**config.mk**
```make
export PLATFORM = sky130hd
export DESIGN_NAME = out_buf_drain_ctrl_flat
export DESIGN_NICKNAME = d
export VERILOG_FILES = /design/src/rtl/out_buf_drain_if.sv /design/src/rtl/out_buf_drain_ctrl.sv /design/src/flat_wrapper.sv
export SDC_FILE = /design/constraint.sdc
export NUM_CORES = 1
export LEC_CHECK = 0
export CORE_UTILIZATION = 41
export DETAILED_ROUTE_END_ITERATION = 8
export PLACE_DENSITY_LB_ADDON = 0.08
export SLEW_MARGIN = 20
export SYNTH_ARGS = -nofsm -noshare
export SYNTH_HDL_FRONTEND = slang
export SYNTH_SLANG_ARGS = --single-unit
```
**constraint.sdc**
```tcl
create_clock -name clk_i -period 6.1 [get_ports clk_i]
set_input_delay 1.525 -clock clk_i [delete_from_list [all_inputs] [get_ports clk_i]]
set_output_delay 1.525 -clock clk_i [all_outputs]
set_load 0.01 [all_outputs]
```
**src/rtl/out_buf_drain_if.sv**
```systemverilog
// out_buf_drain_if: valid/ready stream of drained output-buffer words tagged with unit and buffer index
interface out_buf_drain_if #(
   parameter int UW = 3,
   parameter int BW = 5,
   parameter int W  = 32
);
   logic          valid;
   logic          ready;
   logic          last;
   logic [W-1:0]  dat;
   logic [UW-1:0] unit;
   logic [BW-1:0] buf_idx;
   modport master (output valid, dat, unit, buf_idx, last, input ready);
   modport slave  (input valid, dat, unit, buf_idx, last, output ready);
endinterface

```
**src/rtl/out_buf_drain_ctrl.sv**
```systemverilog
// out_buf_drain_ctrl: walks every compute unit / output buffer, reads each word and streams it out
module out_buf_drain_ctrl #(
   parameter int COMPUTE_UNIT_NUM = 8,
   parameter int OUTPUT_BUF_NUM   = 32,
   parameter int OUTPUT_BUF_SIZE  = 32,
   localparam int NW = $clog2(OUTPUT_BUF_NUM + 1),
   localparam int BW = $clog2(OUTPUT_BUF_NUM),
   localparam int UW = $clog2(COMPUTE_UNIT_NUM)
) (
   input  logic                       clk_i,
   input  logic                       rst_i,
   input  logic                       drain_start_i,
   input  logic [NW-1:0]              drain_buf_num_i,
   output logic                       drain_busy_o,
   output logic                       drain_done_o,
   output logic [BW-1:0]              out_buf_sel_o,
   output logic [UW-1:0]              com_unit_out_buf_sel_o,
   input  logic [OUTPUT_BUF_SIZE-1:0] out_buf_dat_i,
   out_buf_drain_if.master            out_s
);
   typedef enum logic [1:0] {IDLE, READ, FLUSH, DONE} state_t;
   localparam int EW = OUTPUT_BUF_SIZE + UW + BW + 1;
   state_t        state_q, state_d;
   logic [NW-1:0] n_q, n_in;
   logic [UW-1:0] unit_q, inf_unit_q;
   logic [BW-1:0] buf_q, inf_buf_q;
   logic          inf_q, inf_last_q, rd_ptr_q, wr_ptr_q;
   logic [1:0]    cnt_q;
   logic [EW-1:0] fifo_q [2];
   logic          pop, issue, buf_wrap, rd_last, flush_ok;

   assign n_in     = drain_buf_num_i > NW'(OUTPUT_BUF_NUM) ? NW'(OUTPUT_BUF_NUM) : drain_buf_num_i;
   assign pop      = out_s.valid && out_s.ready;
   // a same-cycle pop frees a slot, which keeps the stream at one beat per cycle
   assign issue    = state_q == READ && (3'(cnt_q) + 3'(inf_q) < 3'd2 + 3'(pop));
   assign buf_wrap = NW'(buf_q) + NW'(1) == n_q;
   assign rd_last  = buf_wrap && unit_q == UW'(COMPUTE_UNIT_NUM - 1);
   assign flush_ok = !inf_q && cnt_q == {1'b0, pop};

   always_comb begin
      state_d = state_q;
      case (state_q)
         IDLE:    state_d = drain_start_i ? (n_in == '0 ? DONE : READ) : IDLE;
         READ:    state_d = issue && rd_last ? FLUSH : READ;
         FLUSH:   state_d = flush_ok ? DONE : FLUSH;
         default: state_d = IDLE;
      endcase
   end

   always_ff @(posedge clk_i or posedge rst_i) begin
      if (rst_i) begin
         state_q    <= IDLE;
         n_q        <= '0;
         unit_q     <= '0;
         buf_q      <= '0;
         inf_q      <= 1'b0;
         inf_unit_q <= '0;
         inf_buf_q  <= '0;
         inf_last_q <= 1'b0;
         rd_ptr_q   <= 1'b0;
         wr_ptr_q   <= 1'b0;
         cnt_q      <= '0;
         fifo_q[0]  <= '0;
         fifo_q[1]  <= '0;
      end else begin
         state_q <= state_d;
         if (state_q == IDLE && drain_start_i)
            n_q <= n_in;
         if (issue) begin
            buf_q  <= buf_wrap ? '0 : buf_q + 1'b1;
            unit_q <= rd_last ? '0 : buf_wrap ? unit_q + 1'b1 : unit_q;
         end
         inf_q      <= issue;
         inf_unit_q <= unit_q;
         inf_buf_q  <= buf_q;
         inf_last_q <= rd_last;
         if (inf_q) begin
            fifo_q[wr_ptr_q] <= {inf_last_q, inf_unit_q, inf_buf_q, out_buf_dat_i};
            wr_ptr_q         <= ~wr_ptr_q;
         end
         if (pop)
            rd_ptr_q <= ~rd_ptr_q;
         cnt_q <= cnt_q + 2'(inf_q) - 2'(pop);
      end
   end

   assign out_s.valid = cnt_q != '0;
   assign {out_s.last, out_s.unit, out_s.buf_idx, out_s.dat} = fifo_q[rd_ptr_q];
   assign out_buf_sel_o          = buf_q;
   assign com_unit_out_buf_sel_o = unit_q;
   assign drain_busy_o           = state_q != IDLE;
   assign drain_done_o           = state_q == DONE;
endmodule

```
**src/flat_wrapper.sv**
```systemverilog
// flat-port wrapper written by rule: the top's interface ports become plain ports
module out_buf_drain_ctrl_flat 
#(
   parameter int COMPUTE_UNIT_NUM = 8,
   parameter int OUTPUT_BUF_NUM   = 32,
   parameter int OUTPUT_BUF_SIZE  = 32,
   localparam int NW = $clog2(OUTPUT_BUF_NUM + 1),
   localparam int BW = $clog2(OUTPUT_BUF_NUM),
   localparam int UW = $clog2(COMPUTE_UNIT_NUM)
)
  (clk_i, rst_i, drain_start_i, drain_buf_num_i, drain_busy_o, drain_done_o, out_buf_sel_o, com_unit_out_buf_sel_o, out_buf_dat_i, out_s_valid, out_s_dat, out_s_unit, out_s_buf_idx, out_s_last, out_s_ready);
  out_buf_drain_if #(.UW(3), .BW(5), .W((32))) out_s_i ();
  input  logic clk_i;
  input  logic rst_i;
  input  logic drain_start_i;
  input  logic [NW-1:0] drain_buf_num_i;
  output logic drain_busy_o;
  output logic drain_done_o;
  output logic [BW-1:0] out_buf_sel_o;
  output logic [UW-1:0] com_unit_out_buf_sel_o;
  input  logic [OUTPUT_BUF_SIZE-1:0] out_buf_dat_i;
  output wire logic [$bits(out_s_i.valid)-1:0] out_s_valid;
  output wire logic [$bits(out_s_i.dat)-1:0] out_s_dat;
  output wire logic [$bits(out_s_i.unit)-1:0] out_s_unit;
  output wire logic [$bits(out_s_i.buf_idx)-1:0] out_s_buf_idx;
  output wire logic [$bits(out_s_i.last)-1:0] out_s_last;
  input wire logic [$bits(out_s_i.ready)-1:0] out_s_ready;
  assign out_s_valid = out_s_i.valid;
  assign out_s_dat = out_s_i.dat;
  assign out_s_unit = out_s_i.unit;
  assign out_s_buf_idx = out_s_i.buf_idx;
  assign out_s_last = out_s_i.last;
  assign out_s_i.ready = out_s_ready;
  out_buf_drain_ctrl #(.COMPUTE_UNIT_NUM(COMPUTE_UNIT_NUM), .OUTPUT_BUF_NUM(OUTPUT_BUF_NUM), .OUTPUT_BUF_SIZE(OUTPUT_BUF_SIZE)) u_core (.clk_i(clk_i), .rst_i(rst_i), .drain_start_i(drain_start_i), .drain_buf_num_i(drain_buf_num_i), .drain_busy_o(drain_busy_o), .drain_done_o(drain_done_o), .out_buf_sel_o(out_buf_sel_o), .com_unit_out_buf_sel_o(com_unit_out_buf_sel_o), .out_buf_dat_i(out_buf_dat_i), .out_s(out_s_i));
endmodule
```
## After elaboration in Yosys (flattened, before gate mapping)

Cells that the tools add are included.
W data, S select, Z words.

| storage, ports and cells | value |
|---|---|
| register bits after elaboration | 112 |
| output and inout bits | 52 |

| operators by class | value |
|---|---|
| add/sub/neg operators | 7 |
| $lt $le $gt $ge | 5 |
| equality and inequality tests | 6 |
| muxes and demuxes | 15 |
| bitwise logic cells | 4 |
| reduce and logical (&&, ||, !) cells | 14 |

Operators by type and width:

| cell | number |
|---|---|
| $mux W41 | 4 |
| $bwmux W82 | 1 |
| $demux W41 S1 | 1 |
| $logic_and A1 B1 Y1 | 7 |
| $add A5 B1 Y6 const B | 1 |
| $eq A6 B6 Y1 | 1 |
| $gt A6 B6 Y1 const B | 1 |
| $logic_not A6 Y1 | 1 |
| $mux W2 | 3 |
| $mux W3 | 2 |
| $mux W6 | 1 |
| $pmux W2 S3 | 1 |
| $reduce_bool A2 Y1 | 3 |
| $add A5 B1 Y5 const B | 1 |
| $mux W5 | 1 |
| $eq A2 B2 Y1 const B | 2 |
| $ge A2 B2 Y1 const B | 2 |
| $not A1 Y2 | 2 |
| $add A2 B1 Y3 | 1 |
| $add A2 B1 Y3 const A | 1 |
| $add A3 B1 Y3 const B | 1 |
| $eq A3 B3 Y1 const B | 1 |
| $lt A3 B3 Y1 | 1 |
| $add A2 B1 Y2 | 1 |
| other kinds (9) | 10 |

## Depth between registers and ports, before layout

Gate-level depths: netlist (run 1).

| logic depth | value |
|---|---|
| word-level depth | 8 |
| depth in mapped cells | 7 |
| mapped depth without buffers | 7 |

## Worst setup path after synthesis (run 1)

Ideal clock, no wire load.

| timing path | value |
|---|---|
| path kind | flip-flop to output port |
| start | register u_core.rd_ptr_q |
| end | output out_s_buf_idx[0] |
| arrival | 1263 ps |
| setup slack | 3312 ps |
| cell stages (with the launch flop) | 4 |
| cell sequence | dfrtp_1 clkbuf_1 buf_1 mux2_1 |

| on the way | value |
|---|---|
| longest elaborated chain between the ends | 4 |

RTL lines:

| what | RTL line | source |
|---|---|---|
| start, declared | out_buf_drain_ctrl.sv:27 | `logic inf_q, inf_last_q, rd_ptr_q, wr_ptr_q;` |
| start signal, assigned | out_buf_drain_ctrl.sv:82 | `rd_ptr_q <= ~rd_ptr_q;` |
| $not A1 Y2 (implied by the code) | out_buf_drain_ctrl.sv:88 | `assign {out_s.last, out_s.unit, out_s.buf_idx, out_s.dat} = fifo_q[rd_ptr_q];` |
| $mux W41 (implied by the code) (3 in a row) | out_buf_drain_ctrl.sv:88 |  |
| end, declared | flat_wrapper.sv:25 | `output wire logic [$bits(out_s_i.buf_idx)-1:0] out_s_buf_idx;` |

Every way passes these cells. The select of a mux whose other input is x is not followed.

## Final worst setup path (run 1)

| timing path | value |
|---|---|
| start | register u_core.rd_ptr_q |
| end | output out_s_unit[1] |

| on the way | value |
|---|---|
| longest elaborated chain between the ends | 4 |

RTL lines:

| what | RTL line | source |
|---|---|---|
| $not A1 Y2 (implied by the code) | out_buf_drain_ctrl.sv:88 |  |
| $mux W41 (implied by the code) (3 in a row) | out_buf_drain_ctrl.sv:88 |  |
| end, declared | flat_wrapper.sv:24 | `output wire logic [$bits(out_s_i.unit)-1:0] out_s_unit;` |

Every way passes these cells. The select of a mux whose other input is x is not followed.

==> flow_metrics.tcl, run 1 <==
set metrics [dict create \
    io_buffers 93 \
    worstSkewPairLatency_ns 0.33 \
    cts_root_buffer "clkbuf_16" \
    cp-start-kind "flop" \
    antenna_found_initial 0 \
    outcome "finished with violations" \
    diodes 0 \
    synthCells 343 \
    drtAntennaViolNets 0 \
    relSlewSlack 0.297 \
    max_freq_mhz 259 \
    path_clk_slew_ns 0.07 \
    grt_pass1_vias 3134 \
    vias 2915 \
    start_util 0.426 \
    crit_slowest_cell "dfrtp_2" \
    synth_compound_area_frac 0.0366 \
    grt.met2_usage 0.264 \
    maxCapViolCount 0 \
    setup_slack_ns 2.23 \
    cts.sinks 112 \
    dieWidth_um 112 \
    grt_max_degree 75 \
    firstDrtPassIters 6 \
    cp_num_buf_inv 1 \
    synthAdderAreaFrac 0.0178 \
    p_leak_nw 2.64 \
    fin_crit_sh 0.634 \
    post-route-util 0.544 \
    finalSetupTns_ns 0 \
    crit_family "flip-flops" \
    p_switching_mw 1.07 \
    gp_congestion 0.713 \
    setup_viol_count_final 0 \
    cp.required_ns 4.58 \
    syn_nets 392 \
    p_per_area_mw_per_mm2 529 \
    synth_edf_count 0 \
    numCtsBuffers 9 \
    crit_arrival_ns 2.34 \
    synthesis.area_mm2 0.00493 \
    postRouteWirelength_um 9110 \
    worst_pin_slew_ns 1.05 \
    peakVddDrop_uv 345 \
    cts_hold_buf 0 \
    end_kind "output port" \
    vias_per_cell 5.02 \
    track_usage 0.161 \
    synthMuxAreaShare 0.292 \
    dieArea_mm2 0.0125 \
    hpwl_um 5980 \
    rsz0062_at_grt "false" \
    synthSimpleGateAreaFrac 0.0470 \
    fin_crit_ns 3.87 \
    path_max_fanout 42 \
    cpPeakStageDelay_ns 1.04 \
    fp.coreArea_mm2 0.0116 \
    nNetsFinal 483 \
    drive_gt1_frac 0.0753 \
    grtUsageMet3 0.0245 \
    p_int_mw 2.25 \
    placementRows 39 \
    finClkSkew_ns 0.00440 \
    synth_top_family_by_area "multiplexers" \
    synthArstFlopShare 1.00 \
    wire_per_inst_um 15.7 \
    min_path_type "flop to flop" \
    syn_area_per_cell_um2 14.4 \
    violations "design-rule violations" \
    area_growth_syn_to_layout_pct 27.6 \
    synth_top_area_frac 0.569 \
    grt_pass1_wl_um 15800 \
    drc 12 \
    drv_slew 0 \
    cts_tree "done" \
    cts_max_level 3 \
    power_switching_share 0.322 \
    cp_cell_sequence "mux2_1 -> clkdlybuf4s50_1" \
    hold_viol 0 \
    fp.dieH_um 112 \
    combPwrFrac 0.434 \
    yosysTopAreaCell "dfrtp_1" \
    ys.flop_type "dfrtp_1" \
    post_cts.repair.setup_buffers 0 \
    grt_overflow 0 \
    yosys_register_bits 112 \
    yosysWarnings 0 \
    synth_xor_area_frac 0.0178 \
    grt_use_met1 0.217 \
    top_usage_layer "met2" \
    clock_power_share 0.171 \
    drt_iter0_drc 70 \
    clk_path_buf_depth 2 \
    preCtsSetupSlack_ns 2.56 \
    cts_resized 0 \
    critical_path_class "flop to output port" \
    seq_area_frac_synth 0.569 \
    yosysUniqueCellTypes 40 \
    p_seq_frac 0.395 \
    io_pins 94 \
    synth_top_cells_by_area "dfrtp_1 (57%), mux2_1 (28%), ha_1 (1.8%), xnor2_1 (1.1%), buf_1 (0.91%)" \
]
==> final timing paths <==
path	from	endpoint	slack, ns	depth (start not counted)
worst min-delay path	u_core.com_unit_out_buf_sel_o[2]	u_core.inf_unit_q[2]	0.47	0
min in group asynchronous	rst_i	u_core.fifo_q[10]	1.75	2
max in group asynchronous	rst_i	u_core.fifo_q[79]	3.33	3
worst min register to register	u_core.com_unit_out_buf_sel_o[2]	u_core.inf_unit_q[2]	0.47	0
worst max-delay path	u_core.rd_ptr_q	out_s_unit[1]	2.23	2
worst max register to register	u_core.out_buf_sel_o[0]	u_core.com_unit_out_buf_sel_o[0]	3.93	6
==> per-layer routing <==
layer,vias to the layer above,share of wire
met1,1447,0.47
met4,0,0.011
met3,8,0.038
li1,1396,-
met2,64,0.48
met5,-,0
==> layout by cell type, fill, tap and decap left out, types with 5 or more instances in the layout <==
cell / count
clkbuf_16: 9
clkdlybuf4s50_1: 93
dfrtp_1: 111
ha_1: 7
inv_1: 6
mux2_1: 122
nand2_1: 9
nand2b_1: 5
o21ai_1: 8
xnor2_1: 6
==> Yosys cell counts (all sizes together) (2+ instances only) <==
library cell	n
mux2	127
dfrtp	112
buf	13
nand2	11
inv	8
o21ai	8
ha	7
nand2b	6
xnor2	6
nand3	5
and2	4
xor2	4
a2111oi	3
a221o	3
clkbuf	3
nor2	3
nor2b	3
nor3	2
nor4b	2
==> cell type report <==
type                    instances  area [um^2]
flip-flops and latches        112         2800
fillers                       997         5280
well taps                     143          179
clock inverters                 4         45.0
multi-input cells             207         2030
repair buffers                 96          953
clock buffers                  11          243
inverters                       8         32.5
==> flip-flops by register name, summed over array words and instances, names as in the netlist <==
name / flops
u_core.inf_buf_q: 5
u_core.cnt_q: 2
u_core.state_q: 2
u_core.inf_last_q: 1
u_core.rd_ptr_q: 1
u_core.fifo_q: 82
u_core.n_q: 6
u_core.wr_ptr_q: 1
u_core.out_buf_sel_o: 5
u_core.inf_unit_q: 3
u_core.com_unit_out_buf_sel_o: 3
u_core.inf_q: 1
==> kinds of logic (layout without fill, tap and decap cells) <==
family,Yosys count,in the layout
buffers and inverters,24,119
AND/OR/NAND/NOR,39,39
XOR/XNOR,10,10
adder cells (fa/ha/maj),7,7
flip-flops,112,112
multiplexers,127,127
AO/OA/AOI/OAI,24,24
==> per-stage QoR <==
step	power [mW]	instance area (um^2)	cells	hold slack, ns
final	3.33	6290	581	0.465
after global routing	3.57	6290	581	0.491
after CTS	3.39	6290	581	0.477
after detailed placement	2.80	6000	566	0.453
after global placement	2.77	6000	566	0.432
after floorplan	2.14	4930	343	0.450
==> power by group through the flow <==
| stage | combinational [mW] | clock (mW) | sequential, mW |
|---|---|---|---|
| after floorplan | 0.928 | 0 | 1.21 |
| after global placement | 1.44 | 0 | 1.32 |
| after detailed placement | 1.47 | 0 | 1.33 |
| after CTS | 1.47 | 0.591 | 1.32 |
| after global routing | 1.58 | 0.622 | 1.37 |
| final | 1.44 | 0.569 | 1.31 |
No activity file was read; power rests on OpenSTA's default activity.
==> inputs of run 2 (changes only) <==
==> constraint.sdc (replaced) <==
create_clock -name clk_i -period 3.3 [get_ports clk_i]
set_input_delay 0.825 -clock clk_i [delete_from_list [all_inputs] [get_ports clk_i]]
set_output_delay 0.825 -clock clk_i [all_outputs]
set_load 0.01 [all_outputs]
==> run 2 against run 1 <==
The run still ends with design-rule violations left. Global-route usage is 0.17 points higher. Critical path depth rose by 1. Final cell count increased by 0.69%. Clock skew is 0.0013 ns higher. Largest cell class unchanged.
==> flow_metrics.tcl, run 2 (same netlist as run 1, synthesis figures left out) <==
set metrics [dict create \
    wire_per_inst_um 15.9 \
    top_layer "met4" \
    end_kind "output port" \
    track_usage 0.163 \
    numCtsBuffers 9 \
    hold_path_end "u_core.inf_unit_q[1]" \
    drv_slew 0 \
    regMostFlops "u_core.fifo_q" \
    grt_max_degree 87 \
    grt_pass1_vias 3173 \
    diodes 0 \
    crit_arrival_ns 2.09 \
    finalSetupTns_ns 0 \
    grt_pass1_wl_um 15900 \
    finClkSkew_ns 0.00575 \
    layout.cells.non_filler 585 \
    hpwl_um 6060 \
    hold_depth 0 \
    area_growth_syn_to_layout_pct 29.0 \
    final_cell_mix "mux2_1 (122), dfrtp_1 (111), clkdlybuf4s50_1 (93)" \
    path_clk_slew_ns 0.07 \
    r2r_end "u_core.com_unit_out_buf_sel_o[2]" \
    worstSkewPairLatency_ns 0.35 \
    dieWidth_um 112 \
    cts_max_level 3 \
    timing.rr.start "u_core.out_buf_sel_o[0]" \
    min_from "u_core.com_unit_out_buf_sel_o[1]" \
    maxCapViolCount 0 \
    cpPeakStageDelay_ns 0.64 \
    io_pins 94 \
    path_max_fanout 20 \
    final_common_cell "mux2_1" \
    critical_path_class "flop to output port" \
    reg2reg_slack_ns 1.14 \
    firstDrtPassIters 7 \
    antenna_found_initial 0 \
    postRouteWirelength_um 9270 \
    max_freq_mhz 343 \
    dp.cells 569 \
    vias 2995 \
    violations "design-rule violations" \
    fin_crit_ns 2.92 \
    io_buffers 93 \
    nNetsFinal 486 \
    peakVddDrop_uv 549 \
    setup_viol_count_final 0 \
    p_leak_nw 2.66 \
    cts.sinks 112 \
    cts_tree "done" \
    drt_iter0_drc 102 \
    drtAntennaViolNets 0 \
    hold_viol 0 \
    vias_per_cell 5.12 \
    grt_overflow 0 \
    cp-start-kind "flop" \
    fp.coreArea_mm2 0.0116 \
    post_cts.repair.setup_buffers 0 \
    clk_path_buf_depth 2 \
    cts_hold_buf 0 \
    min_path_type "flop to flop" \
    largest_reg_flops 82 \
    gp_congestion 0.734 \
    start_util 0.426 \
    relSlewSlack 0.595 \
    met1Wirelength_um 4390 \
    rsz0062_at_grt "false" \
    cp_num_buf_inv 2 \
    p_per_area_mw_per_mm2 987 \
    drc 6 \
    dieArea_mm2 0.0125 \
    wl_met2_um 4320 \
    crit_family "buffers and inverters" \
    cp.required_ns 2.47 \
    r2r_cells 6 \
    cts_root_buffer "clkbuf_16" \
    drive_gt1_frac 0.0792 \
    worst_pin_slew_ns 0.607 \
    fin_crit_sh 0.884 \
    top_regs "u_core.fifo_q: 82 flops, u_core.n_q: 6 flops" \
    wl_met3_um 391 \
    placementRows 39 \
    cts_resized 0 \
    cp_cell_sequence "buf_12 -> mux2_1 -> clkdlybuf4s50_1" \
    outcome "finished with violations" \
    fp.dieH_um 112 \
    crit_slowest_cell "dfrtp_2" \
]
[run 2: cell types whose count changed in the layout (fill, tap and decap cells not counted), sizes merged]
cell / before / now
bufinv: 1 / 2
clkinv: 3 / 2
clkbuf: 11 / 12
clkinvlp: 0 / 1
buf: 3 / 6
inv: 8 / 7
[run 2: cell type report]
| type | instances | area, um^2 |
|---|---|---|
| clock buffer | 12 | 236 |
| clock inverter | 4 | 70.1 |
| fill | 984 | 5210 |
| inverter | 8 | 33.8 |
| multi-input combinational | 207 | 2030 |
| sequential | 112 | 2800 |
| tap | 143 | 179 |
| timing repair buffer | 99 | 1000 |
[run 2: how the worst max path moves through the flow]
stage / slack, ns / from / endpoint / cells after the start
final: 0.38 / u_core.rd_ptr_q / out_s_unit[1] / 3
after CTS: 0.33 / u_core.rd_ptr_q / out_s_unit[1] / 3
after global placement: 0.68 / out_s_ready / u_core.com_unit_out_buf_sel_o[2] / 7
after global routing: 0.29 / u_core.rd_ptr_q / out_s_dat[4] / 3
after floorplan: 1.12 / rst_i / u_core.cnt_q[0] / 1
after detailed placement: 0.68 / out_s_ready / u_core.com_unit_out_buf_sel_o[2] / 7
[run 2: where the power goes]
group / switching, mW / internal [mW] / total [mW]
logic: 1.16 / 1.62 / 2.78
registers: 0.382 / 1.98 / 2.36
clock network: 0.468 / 0.664 / 1.13
total: 2.01 / 4.26 / 6.28
[run 2: worst reg2reg max path, stage by stage (launching register included)]
cell	delay [ns]
dfrtp_1	0.48
ha_1	0.38
xnor2_1	0.15
nand2_1	0.10
nor4b_4	0.40
nand3_2	0.20
mux2_4	0.34
[run 2: routing by layer]
layer  global-route usage  vias to the layer above
li1                     -                     1416
met1                0.216                     1503
met2                0.255                       65
met3               0.0343                       11
met4               0.0757                        0
met5                    0                        -
[run 2: metrics by stage]
| step | hold slack [ns] | setup WS, ns | area, um^2 | power (mW) | utilization |
|---|---|---|---|---|---|
| 6_report | 0.457 | 0.383 | 6360 | 6.28 | 0.550 |
| 5_1_grt | 0.480 | 0.294 | 6360 | 6.72 | 0.550 |
| 4_1_cts | 0.458 | 0.332 | 6360 | 6.39 | 0.550 |
| 3_5_place_dp | 0.436 | 0.682 | 6050 | 5.22 | 0.523 |
| 3_3_place_gp | 0.432 | 0.677 | 6050 | 5.15 | 0.523 |
| 2_1_floorplan | 0.450 | 1.12 | 4930 | 3.96 | - |
